$ cat src/rtl/seq_stage_ctrl_pkg.sv
// Shared types and constants for the sequential Y86-64 cycle sequencer.
// Provides: FSM state enum, processor status codes, icode constants,
// stage_en bit indices, and helpers for memory-class decode and stage enables.
package seq_ctrl_pkg;

    typedef enum logic [3:0] {
        S_IDLE,
        S_FETCH,
        S_DECODE,
        S_EXECUTE,
        S_MEMORY,
        S_MEM_WAIT,
        S_WRITEBACK,
        S_PCUPD,
        S_HALT
    } state_e;

    typedef enum logic [2:0] {
        STAT_AOK = 3'd1,
        STAT_HLT = 3'd2,
        STAT_ADR = 3'd3,
        STAT_INS = 3'd4
    } stat_e;

    localparam logic [3:0] IHALT   = 4'h0;
    localparam logic [3:0] IRMMOVQ = 4'h4;
    localparam logic [3:0] IMRMOVQ = 4'h5;
    localparam logic [3:0] ICALL   = 4'h8;
    localparam logic [3:0] IRET    = 4'h9;
    localparam logic [3:0] IPUSHQ  = 4'hA;
    localparam logic [3:0] IPOPQ   = 4'hB;

    // stage_en bit positions (LSB is fetch)
    localparam int EN_F  = 0;
    localparam int EN_D  = 1;
    localparam int EN_E  = 2;
    localparam int EN_M  = 3;
    localparam int EN_W  = 4;
    localparam int EN_PC = 5;

    function automatic logic is_mem_icode(input logic [3:0] ic);
        return (ic == IRMMOVQ) || (ic == IMRMOVQ) || (ic == ICALL) ||
               (ic == IRET)    || (ic == IPUSHQ)  || (ic == IPOPQ);
    endfunction

    // One-hot stage enable driven while the FSM sits in state s.
    function automatic logic [5:0] stage_en_of(input state_e s);
        logic [5:0] en;
        en = '0;
        case (s)
            S_FETCH:     en[EN_F]  = 1'b1;
            S_DECODE:    en[EN_D]  = 1'b1;
            S_EXECUTE:   en[EN_E]  = 1'b1;
            S_MEMORY,
            S_MEM_WAIT:  en[EN_M]  = 1'b1;
            S_WRITEBACK: en[EN_W]  = 1'b1;
            S_PCUPD:     en[EN_PC] = 1'b1;
            default:     en        = '0;
        endcase
        return en;
    endfunction

endpackage

$ cat src/rtl/seq_stage_ctrl_if.sv
// Control/handshake bundle between the cycle sequencer and the Y86-64 datapath.
// master: sequencer side (drives stage_en, mem_req, pc, stat, busy, halted, instr_count).
// slave:  datapath/memory side (drives start, icode, instr_valid, errors, new_pc, mem_ack).
interface seq_stage_ctrl_if;
    logic        start;
    logic [3:0]  icode;
    logic        instr_valid;
    logic        imem_error;
    logic [63:0] new_pc;
    logic        mem_ack;
    logic        dmem_error;
    logic [5:0]  stage_en;
    logic        mem_req;
    logic [63:0] pc;
    logic [2:0]  stat;
    logic        busy;
    logic        halted;
    logic [63:0] instr_count;

    modport master (
        input  start, icode, instr_valid, imem_error, new_pc, mem_ack, dmem_error,
        output stage_en, mem_req, pc, stat, busy, halted, instr_count
    );

    modport slave (
        output start, icode, instr_valid, imem_error, new_pc, mem_ack, dmem_error,
        input  stage_en, mem_req, pc, stat, busy, halted, instr_count
    );
endinterface

$ cat src/rtl/seq_stage_ctrl_mem_wait_timer.sv
// Counts cycles spent waiting for a data-memory ack; flags the last allowed cycle.
// Ports: clk, reset (sync, active-high), clr_i (return to 0), en_i (count), timeout_o.
// timeout_o is high in the MEM_TIMEOUT-th wait cycle (count == MEM_TIMEOUT-1).
module mem_wait_timer #(
    parameter int MEM_TIMEOUT = 16
) (
    input  logic clk,
    input  logic reset,
    input  logic clr_i,
    input  logic en_i,
    output logic timeout_o
);
    logic [15:0] cnt_q;
    logic [15:0] cnt_d;

    always_comb begin
        cnt_d = cnt_q;
        if (clr_i)
            cnt_d = '0;
        else if (en_i)
            cnt_d = cnt_q + 16'd1;
    end

    always_ff @(posedge clk) begin
        if (reset)
            cnt_q <= '0;
        else
            cnt_q <= cnt_d;
    end

    assign timeout_o = en_i && (cnt_q == 16'(MEM_TIMEOUT - 1));
endmodule

$ cat src/rtl/seq_stage_ctrl.sv
// Cycle sequencer for the sequential Y86-64 core: walks F,D,E,M,W,PC, owns the PC,
// tracks stat and freezes on any non-AOK status. Ports: clk, reset (sync, active-high),
// bus (seq_stage_ctrl_if.master). Optional macro INSTR_COUNT_EN enables instr_count.
module seq_stage_ctrl
    import seq_ctrl_pkg::*;
#(
    parameter logic [63:0] RESET_PC    = 64'h0,
    parameter int          MEM_TIMEOUT = 16
) (
    input  logic              clk,
    input  logic              reset,
    seq_stage_ctrl_if.master  bus
);
    state_e      state_q, state_d;
    stat_e       stat_q, stat_d;
    logic [3:0]  icode_q;
    logic [63:0] pc_q;
    logic [5:0]  stage_en_q;
    logic        mem_req_q, mem_req_d;
    logic        busy_q, halted_q;
    logic        timeout;

    mem_wait_timer #(.MEM_TIMEOUT(MEM_TIMEOUT)) u_timer (
        .clk       (clk),
        .reset     (reset),
        .clr_i     (state_q != S_MEM_WAIT),
        .en_i      (state_q == S_MEM_WAIT),
        .timeout_o (timeout)
    );

    always_comb begin
        state_d = state_q;
        stat_d  = stat_q;
        case (state_q)
            S_IDLE:
                if (bus.start) state_d = S_FETCH;
            S_FETCH: begin
                if (bus.imem_error) begin
                    state_d = S_HALT;
                    stat_d  = STAT_ADR;
                end else if (!bus.instr_valid) begin
                    state_d = S_HALT;
                    stat_d  = STAT_INS;
                end else if (bus.icode == IHALT) begin
                    state_d = S_HALT;
                    stat_d  = STAT_HLT;
                end else begin
                    state_d = S_DECODE;
                end
            end
            S_DECODE:  state_d = S_EXECUTE;
            S_EXECUTE: state_d = S_MEMORY;
            S_MEMORY: begin
                if (!is_mem_icode(icode_q)) begin
                    state_d = S_WRITEBACK;
                end else if (bus.mem_ack) begin
                    if (bus.dmem_error) begin
                        state_d = S_HALT;
                        stat_d  = STAT_ADR;
                    end else begin
                        state_d = S_WRITEBACK;
                    end
                end else begin
                    state_d = S_MEM_WAIT;
                end
            end
            S_MEM_WAIT: begin
                // An ack in the final allowed cycle still completes the access.
                if (bus.mem_ack) begin
                    if (bus.dmem_error) begin
                        state_d = S_HALT;
                        stat_d  = STAT_ADR;
                    end else begin
                        state_d = S_WRITEBACK;
                    end
                end else if (timeout) begin
                    state_d = S_HALT;
                    stat_d  = STAT_ADR;
                end
            end
            S_WRITEBACK: state_d = S_PCUPD;
            S_PCUPD:     state_d = S_FETCH;
            S_HALT:      state_d = S_HALT;
            default:     state_d = S_IDLE;
        endcase

        // Only EXECUTE leads into MEMORY, so icode_q already holds this instruction.
        mem_req_d = ((state_d == S_MEMORY) && is_mem_icode(icode_q)) ||
                    (state_d == S_MEM_WAIT);
    end

    // Outputs are registered from the next state so they line up with state_q.
    always_ff @(posedge clk) begin
        if (reset) begin
            state_q    <= S_IDLE;
            stat_q     <= STAT_AOK;
            icode_q    <= '0;
            pc_q       <= RESET_PC;
            stage_en_q <= '0;
            mem_req_q  <= 1'b0;
            busy_q     <= 1'b0;
            halted_q   <= 1'b0;
        end else begin
            state_q    <= state_d;
            stat_q     <= stat_d;
            stage_en_q <= stage_en_of(state_d);
            mem_req_q  <= mem_req_d;
            busy_q     <= (state_d != S_IDLE) && (state_d != S_HALT);
            halted_q   <= (state_d == S_HALT);
            if (state_q == S_FETCH)
                icode_q <= bus.icode;
            if (state_q == S_PCUPD)
                pc_q <= bus.new_pc;
        end
    end

`ifdef INSTR_COUNT_EN
    logic [63:0] icount_q;

    // PCUPD always exits to FETCH, so every PCUPD cycle retires one instruction.
    always_ff @(posedge clk) begin
        if (reset)
            icount_q <= '0;
        else if (state_q == S_PCUPD)
            icount_q <= icount_q + 64'd1;
    end

    assign bus.instr_count = icount_q;
`else
    assign bus.instr_count = '0;
`endif

    assign bus.stage_en = stage_en_q;
    assign bus.mem_req  = mem_req_q;
    assign bus.pc       = pc_q;
    assign bus.stat     = stat_q;
    assign bus.busy     = busy_q;
    assign bus.halted   = halted_q;

endmodule

$ cat src/flat_wrapper.sv
// flat-port wrapper written by rule: the top's interface ports become plain ports
module seq_stage_ctrl_flat import seq_ctrl_pkg::*;
#(
    parameter logic [63:0] RESET_PC    = 64'h0,
    parameter int          MEM_TIMEOUT = 16
)
  (clk, reset, bus_start, bus_icode, bus_instr_valid, bus_imem_error, bus_new_pc, bus_mem_ack, bus_dmem_error, bus_stage_en, bus_mem_req, bus_pc, bus_stat, bus_busy, bus_halted, bus_instr_count);
  seq_stage_ctrl_if bus_i ();
  input  logic clk;
  input  logic reset;
  input wire logic [$bits(bus_i.start)-1:0] bus_start;
  input wire logic [$bits(bus_i.icode)-1:0] bus_icode;
  input wire logic [$bits(bus_i.instr_valid)-1:0] bus_instr_valid;
  input wire logic [$bits(bus_i.imem_error)-1:0] bus_imem_error;
  input wire logic [$bits(bus_i.new_pc)-1:0] bus_new_pc;
  input wire logic [$bits(bus_i.mem_ack)-1:0] bus_mem_ack;
  input wire logic [$bits(bus_i.dmem_error)-1:0] bus_dmem_error;
  output wire logic [$bits(bus_i.stage_en)-1:0] bus_stage_en;
  output wire logic [$bits(bus_i.mem_req)-1:0] bus_mem_req;
  output wire logic [$bits(bus_i.pc)-1:0] bus_pc;
  output wire logic [$bits(bus_i.stat)-1:0] bus_stat;
  output wire logic [$bits(bus_i.busy)-1:0] bus_busy;
  output wire logic [$bits(bus_i.halted)-1:0] bus_halted;
  output wire logic [$bits(bus_i.instr_count)-1:0] bus_instr_count;
  assign bus_i.start = bus_start;
  assign bus_i.icode = bus_icode;
  assign bus_i.instr_valid = bus_instr_valid;
  assign bus_i.imem_error = bus_imem_error;
  assign bus_i.new_pc = bus_new_pc;
  assign bus_i.mem_ack = bus_mem_ack;
  assign bus_i.dmem_error = bus_dmem_error;
  assign bus_stage_en = bus_i.stage_en;
  assign bus_mem_req = bus_i.mem_req;
  assign bus_pc = bus_i.pc;
  assign bus_stat = bus_i.stat;
  assign bus_busy = bus_i.busy;
  assign bus_halted = bus_i.halted;
  assign bus_instr_count = bus_i.instr_count;
  seq_stage_ctrl #(.RESET_PC(RESET_PC), .MEM_TIMEOUT(MEM_TIMEOUT)) u_core (.clk(clk), .reset(reset), .bus(bus_i));
endmodule
$ cat config.mk
export PLATFORM = sky130hd
export DESIGN_NAME = seq_stage_ctrl_flat
export DESIGN_NICKNAME = d
export VERILOG_FILES = /design/src/rtl/seq_stage_ctrl_pkg.sv /design/src/rtl/seq_stage_ctrl_if.sv /design/src/rtl/seq_stage_ctrl_mem_wait_timer.sv /design/src/rtl/seq_stage_ctrl.sv /design/src/flat_wrapper.sv
export SDC_FILE = /design/constraint.sdc
export NUM_CORES = 1
export LEC_CHECK = 0
export CORE_AREA = 2 2 109 111
export DETAILED_ROUTE_END_ITERATION = 10
export DIE_AREA = 0 0 111 113
export PLACE_DENSITY = 0.79
export SLEW_MARGIN = 20
export SYNTH_ARGS = -nofsm -noshare
export SYNTH_HDL_FRONTEND = slang
export SYNTH_HIERARCHICAL = 1
export SYNTH_SLANG_ARGS = --single-unit
$ cat constraint.sdc
create_clock -name clk -period 6.45 [get_ports clk]
set_clock_uncertainty 0.1 [all_clocks]
set_input_delay 1.935 -clock clk [delete_from_list [all_inputs] [get_ports clk]]
set_output_delay 1.935 -clock clk [all_outputs]
set_load 0.02 [all_outputs]
### Word level (Yosys, flattened, before mapping)

Cells that the tools add are included.

* bits in latches: 0
* bits in writable memories: 0
* output and inout port bits: 140
* input bits: 75
* memories: 0
* bits in registers: 100
* ROM bits: 0

* shift operators: 0
* $add $sub $neg: 1
* div/mod/pow operators: 0
* muxes and demuxes: 25
* bitwise gates (word level): 0
* $lt $le $gt $ge: 0
* reduce and logical (&&, ||, !) cells: 16
* eq/ne operators: 29
* $mul: 0

Operator list (number)
* 4-bit by 3-bit == test with 1-bit output, second input constant: 10
* 4-bit 2-to-1 mux: 9
* 4-bit one-hot mux with 9 select lines: 1
* 4-bit == test, second input constant: 6
* 3-bit 2-to-1 mux: 8
* 16-bit by 1-bit adder with 16-bit output, second input constant: 1
* 16-bit by 4-bit == test with 1-bit output, second input constant: 1
* 4-bit by 2-bit == test with 1-bit output, second input constant: 4
* 3-bit one-hot mux with 3 select lines: 1
* 4-bit by 1-bit == test with 1-bit output, second input constant: 2
* 4-bit logical NOT: 2
* 4-bit by 3-bit inequality test with 1-bit output, second input constant: 2
* 1-bit logical OR: 6
* 1-bit 2-to-1 mux: 6
* 5-bit AND reduction: 1
* 4-bit inequality test, second input constant: 1
* 4-bit nonzero test: 1
* 2-bit OR reduction: 2
* 1-bit logical AND: 3
* 3-bit by 2-bit inequality test with 1-bit output, second input constant: 1
* 3-bit nonzero test: 1
* 2-bit by 1-bit inequality test with 1-bit output, second input constant: 1
* 2-bit inequality test, second input constant: 1

### Depth between registers and ports, before layout

* depth in word-level cells: 11
* mapped depth: 12
* gate-level depth less buffers: 11

### By module

The synthesis kept the hierarchy.

Modules (own cells, without submodules)
* seq_stage_ctrl: area an instance 3612.2 µm², sequential area each 1661.6 µm², instances 1, cells an instance 454
* mem_wait_timer: area an instance 817.0 µm², sequential area each 320.3 µm², instances 1, cells an instance 91

### Worst setup path after synthesis

No wires, ideal clock.

* kind: input-to-reg
* start: input port bus_icode[3]
* end: register u_core.stage_en_q[0], in the netlist u_core/bus.stage_en[0]
* stages on the path: 4
* required time: 6.263 ns
* path slack: 3.308 ns
* arrival: 2.955 ns
* library setup time: 0.087 ns
* path through: nor4_1 nor3_1 a211oi_4 nor4b_2

* word-level cells in the longest chain between the ends: 7

Ends and longest elaborated chain
* start, declared: RTL line flat_wrapper.sv:12 `input wire logic [$bits(bus_i.icode)-1:0] bus_icode;`
* 4-bit logical NOT: RTL line seq_stage_ctrl.sv:44 `end else if (bus.icode == IHALT) begin`
* 4-bit 2-to-1 mux: RTL line seq_stage_ctrl.sv:44
* 4-bit 2-to-1 mux: RTL line seq_stage_ctrl.sv:41 `end else if (!bus.instr_valid) begin`
* 4-bit 2-to-1 mux: RTL line seq_stage_ctrl.sv:38 `if (bus.imem_error) begin`
* 4-bit one-hot mux with 9 select lines: RTL line seq_stage_ctrl.sv:34 `case (state_q)`
* 4-bit by 1-bit == test with 1-bit output: RTL line seq_stage_ctrl_pkg.sv:50 `case (s)`
* 1-bit 2-to-1 mux: RTL line seq_stage_ctrl_pkg.sv:50
* end signal, assigned: RTL line seq_stage_ctrl.sv:106 `stage_en_q <= stage_en_of(state_d);`
* end, declared: RTL line seq_stage_ctrl.sv:18 `logic [5:0] stage_en_q;`

Every way passes these cells.
A chain may end at the register's enable or synchronous reset.

### Worst setup path after layout

Same ends and word-level chain as after synthesis.

==> impl_metrics.ini <==
[placed_design]
place.gp.congestion = 0.818
io_buffers = 150
hpwl_mm = 7.85
postPlaceCellArea_sq_um = 5740
dp_cells = 808

[worst_setup_path]
startpoint_type = input pin
worst-setup-path-type = input pin to register
required_ns = 6.60
cp_max_fo = 7
crit_arrival_ns = 3.74
end_kind = register

[sta]
setup_viol = 0
max_slew_margin_pct = 47.1
tightest_slew_ns = 0.793
rsz0062_at_grt = false
maxSlewViolCount = 0
final-hold-violation-count = 0
fin_crit_ns = 3.59
finalSetupTns_ns = 0
fin_crit_sh_pct = 55.7
fmax_mhz = 278

[clocking]
clockRootBuffer = clkbuf_16
clock_sinks = 99
numCtsBuffers = 9
cts_resized = 0
h-tree-depth = 3
clk_pin_slew_worst_paths_ns = 0.06
cts_setup_buffers = 0
clockBufferDepth = 2
cts_tree = built
ctsHoldBuffers = 0
clkLatencyLatePin_ns = 0.33

[pwr]
power_mw = 1.30
power_density_nw_per_um2 = 216
p_sw_uw = 305
internal_power_uw = 999
swShare_pct = 23.4
max-vdd-ir-drop_mv = 0.134
seq_power_share_pct = 48.0
power_leakage_nw = 2.12
p_clk_share_pct = 41.8
comb_power_share_pct = 10.3

[final_layout]
area_growth_syn_to_layout_pct = 36.6
antenna_cells = 0
fillerInstances = 1034
nNetsFinal = 752
drive_above_1_share_pct = 5.87
final_area_sq_um = 6050
fin_cells = 824

[yosys]
synth.top_cells.by_count = nand2_1, dfxtp_1, a21oi_1, buf_4, clkbuf_1
yosysMostFrequentCell = nand2_1
synth_ff_type = dfxtp_1
synth_edf_count = 0
yosys_warnings = 6
netlist-cell-type-count = 52
yosys.area.top_type = dfxtp_1
async_flop_share_pct = 0
syn-cell-area_sq_um = 4430
synthCells = 545
seq_area_frac_synth_pct = 44.7
synth_area_leaders = dfxtp_1, nand2_1, buf_4
synth_top_area_share_pct = 44.7
syn_avg_cell_area_sq_um = 8.13
yosys_register_bits = 99

[global_route]
use_met3_pct = 5.62
grt-ovfl-total = 0
grt_pass1_wl_mm = 17.5
grt-busiest-layer = met2
grtUsageTotal_pct = 16.9
use_met2_pct = 28.8
grt_util_met1_pct = 19.6
grt_antenna_before_repair = 0
grt_pass1_vias = 3638
grt_max_degree = 65

[detailed_routing]
wirelength_mm = 11.0
ant_nets = 0
drt_pre_antenna_iters = 6
drc_errors = 0
drt_iter0_drc = 255
wire_per_inst_um = 13.4
vias = 3957
viasPerCell = 4.80

[floorplan]
boundaryPins = 215
dieArea_sq_um = 12500
row_count = 39
die_w_um = 111
start_util_pct = 39.3
die_h_um = 113
core_sq_um = 11300

[hold_path]
holdCritPathClass = register to register

[outcome]
status = complete, no violations

[flow_run]
maxCapViolations = 0
area by class of cell:
| class | instances | area [sq um] | area share, % |
|---|---|---|---|
| multi-input combinational | 406 | 2040 | 33.8 |
| sequential | 99 | 1980 | 32.8 |
| timing repair buffer | 152 | 1510 | 25.0 |
| clock buffer | 12 | 256 | 4.24 |
| tap | 143 | 179 | 2.96 |
| clock inverter | 4 | 48.8 | 0.807 |
| inverter | 8 | 30.0 | 0.496 |
routing by layer:
layer,routed length [um],part of all wire (%),vias to the layer above
met5,0,0,-
met4,224,2.0,0
met3,939,8.5,17
li1,-,-,1944
met1,4370,40,1838
met2,5490,50,158
logic make-up after synthesis:
family          count (synthesis)  share of synthesized area (%)
simple gates                  226                           24.1
compound gates                105                           13.9
buf+inv                       103                           14.7
flops                          99                           44.7
mux                             7                           1.58
xor+xnor                        3                          0.593
fa+ha+maj                       1                          0.282
other cells                     1                         0.0847
power groups by stage:
stage | clock network (mW) | registers [mW] | logic [mW]
final | 0.545 | 0.626 | 0.134
after global routing | 0.587 | 0.626 | 0.143
after floorplan | 0 | 0.639 | 0.101
after global placement | 0 | 0.639 | 0.131
after detailed placement | 0 | 0.639 | 0.133
after CTS | 0.558 | 0.625 | 0.133
cells in the final DEF (no fill, tap or decap), types with 5 or more instances in the layout:
| master | n |
|---|---|
| clkbuf_16 | 9 |
| inv_1 | 8 |
| nor2_1 | 14 |
| or3_1 | 8 |
| o31ai_1 | 5 |
| mux2i_1 | 7 |
| clkdlybuf4s50_1 | 149 |
| nor4_1 | 5 |
| nor2b_1 | 5 |
| a21oi_1 | 82 |
| conb_1 | 64 |
| nor3_1 | 10 |
| dfxtp_1 | 99 |
| or4_1 | 5 |
| nand2_1 | 148 |
through the flow:
step                      hold slack (ns)  util, %  setup slack [ns]
after floorplan                     0.336        -              3.31
after global placement              0.342     50.9              2.66
after detailed placement            0.347     50.9              2.54
after CTS                           0.356     53.6              2.89
after global routing                0.371     53.7              2.80
final                               0.354     53.7              2.86
worst max-delay path, stage by stage:
cell             delay [ns]
clkdlybuf4s50_1        0.42
nor4_1                 0.51
nor3_1                 0.21
a211oi_4               0.41
nor4b_2                0.25
state kept, by name, summed over array words and instances, names as in the netlist:
register,cells
u_core/icode_q,3
u_core/bus.stage_en,6
u_core/u_timer/cnt_q,16
u_core/state_q,4
u_core/bus.mem_req,1
u_core/bus.stat,3
u_core/bus.busy,1
u_core/bus.pc,64
u_core/bus.halted,1
worst paths after layout:
check,startpoint,to,slack (ns),depth (start not counted)
setup / recovery,bus_icode[3],u_core/bus.stage_en[0],2.86,5
hold reg to reg,u_core/bus.pc[8],u_core/bus.pc[8],0.35,2
hold / removal,u_core/bus.pc[8],u_core/bus.pc[8],0.35,2
setup reg to reg,u_core/state_q[2],u_core/bus.stat[2],3.15,11
Power figures use the tool's default switching activity.
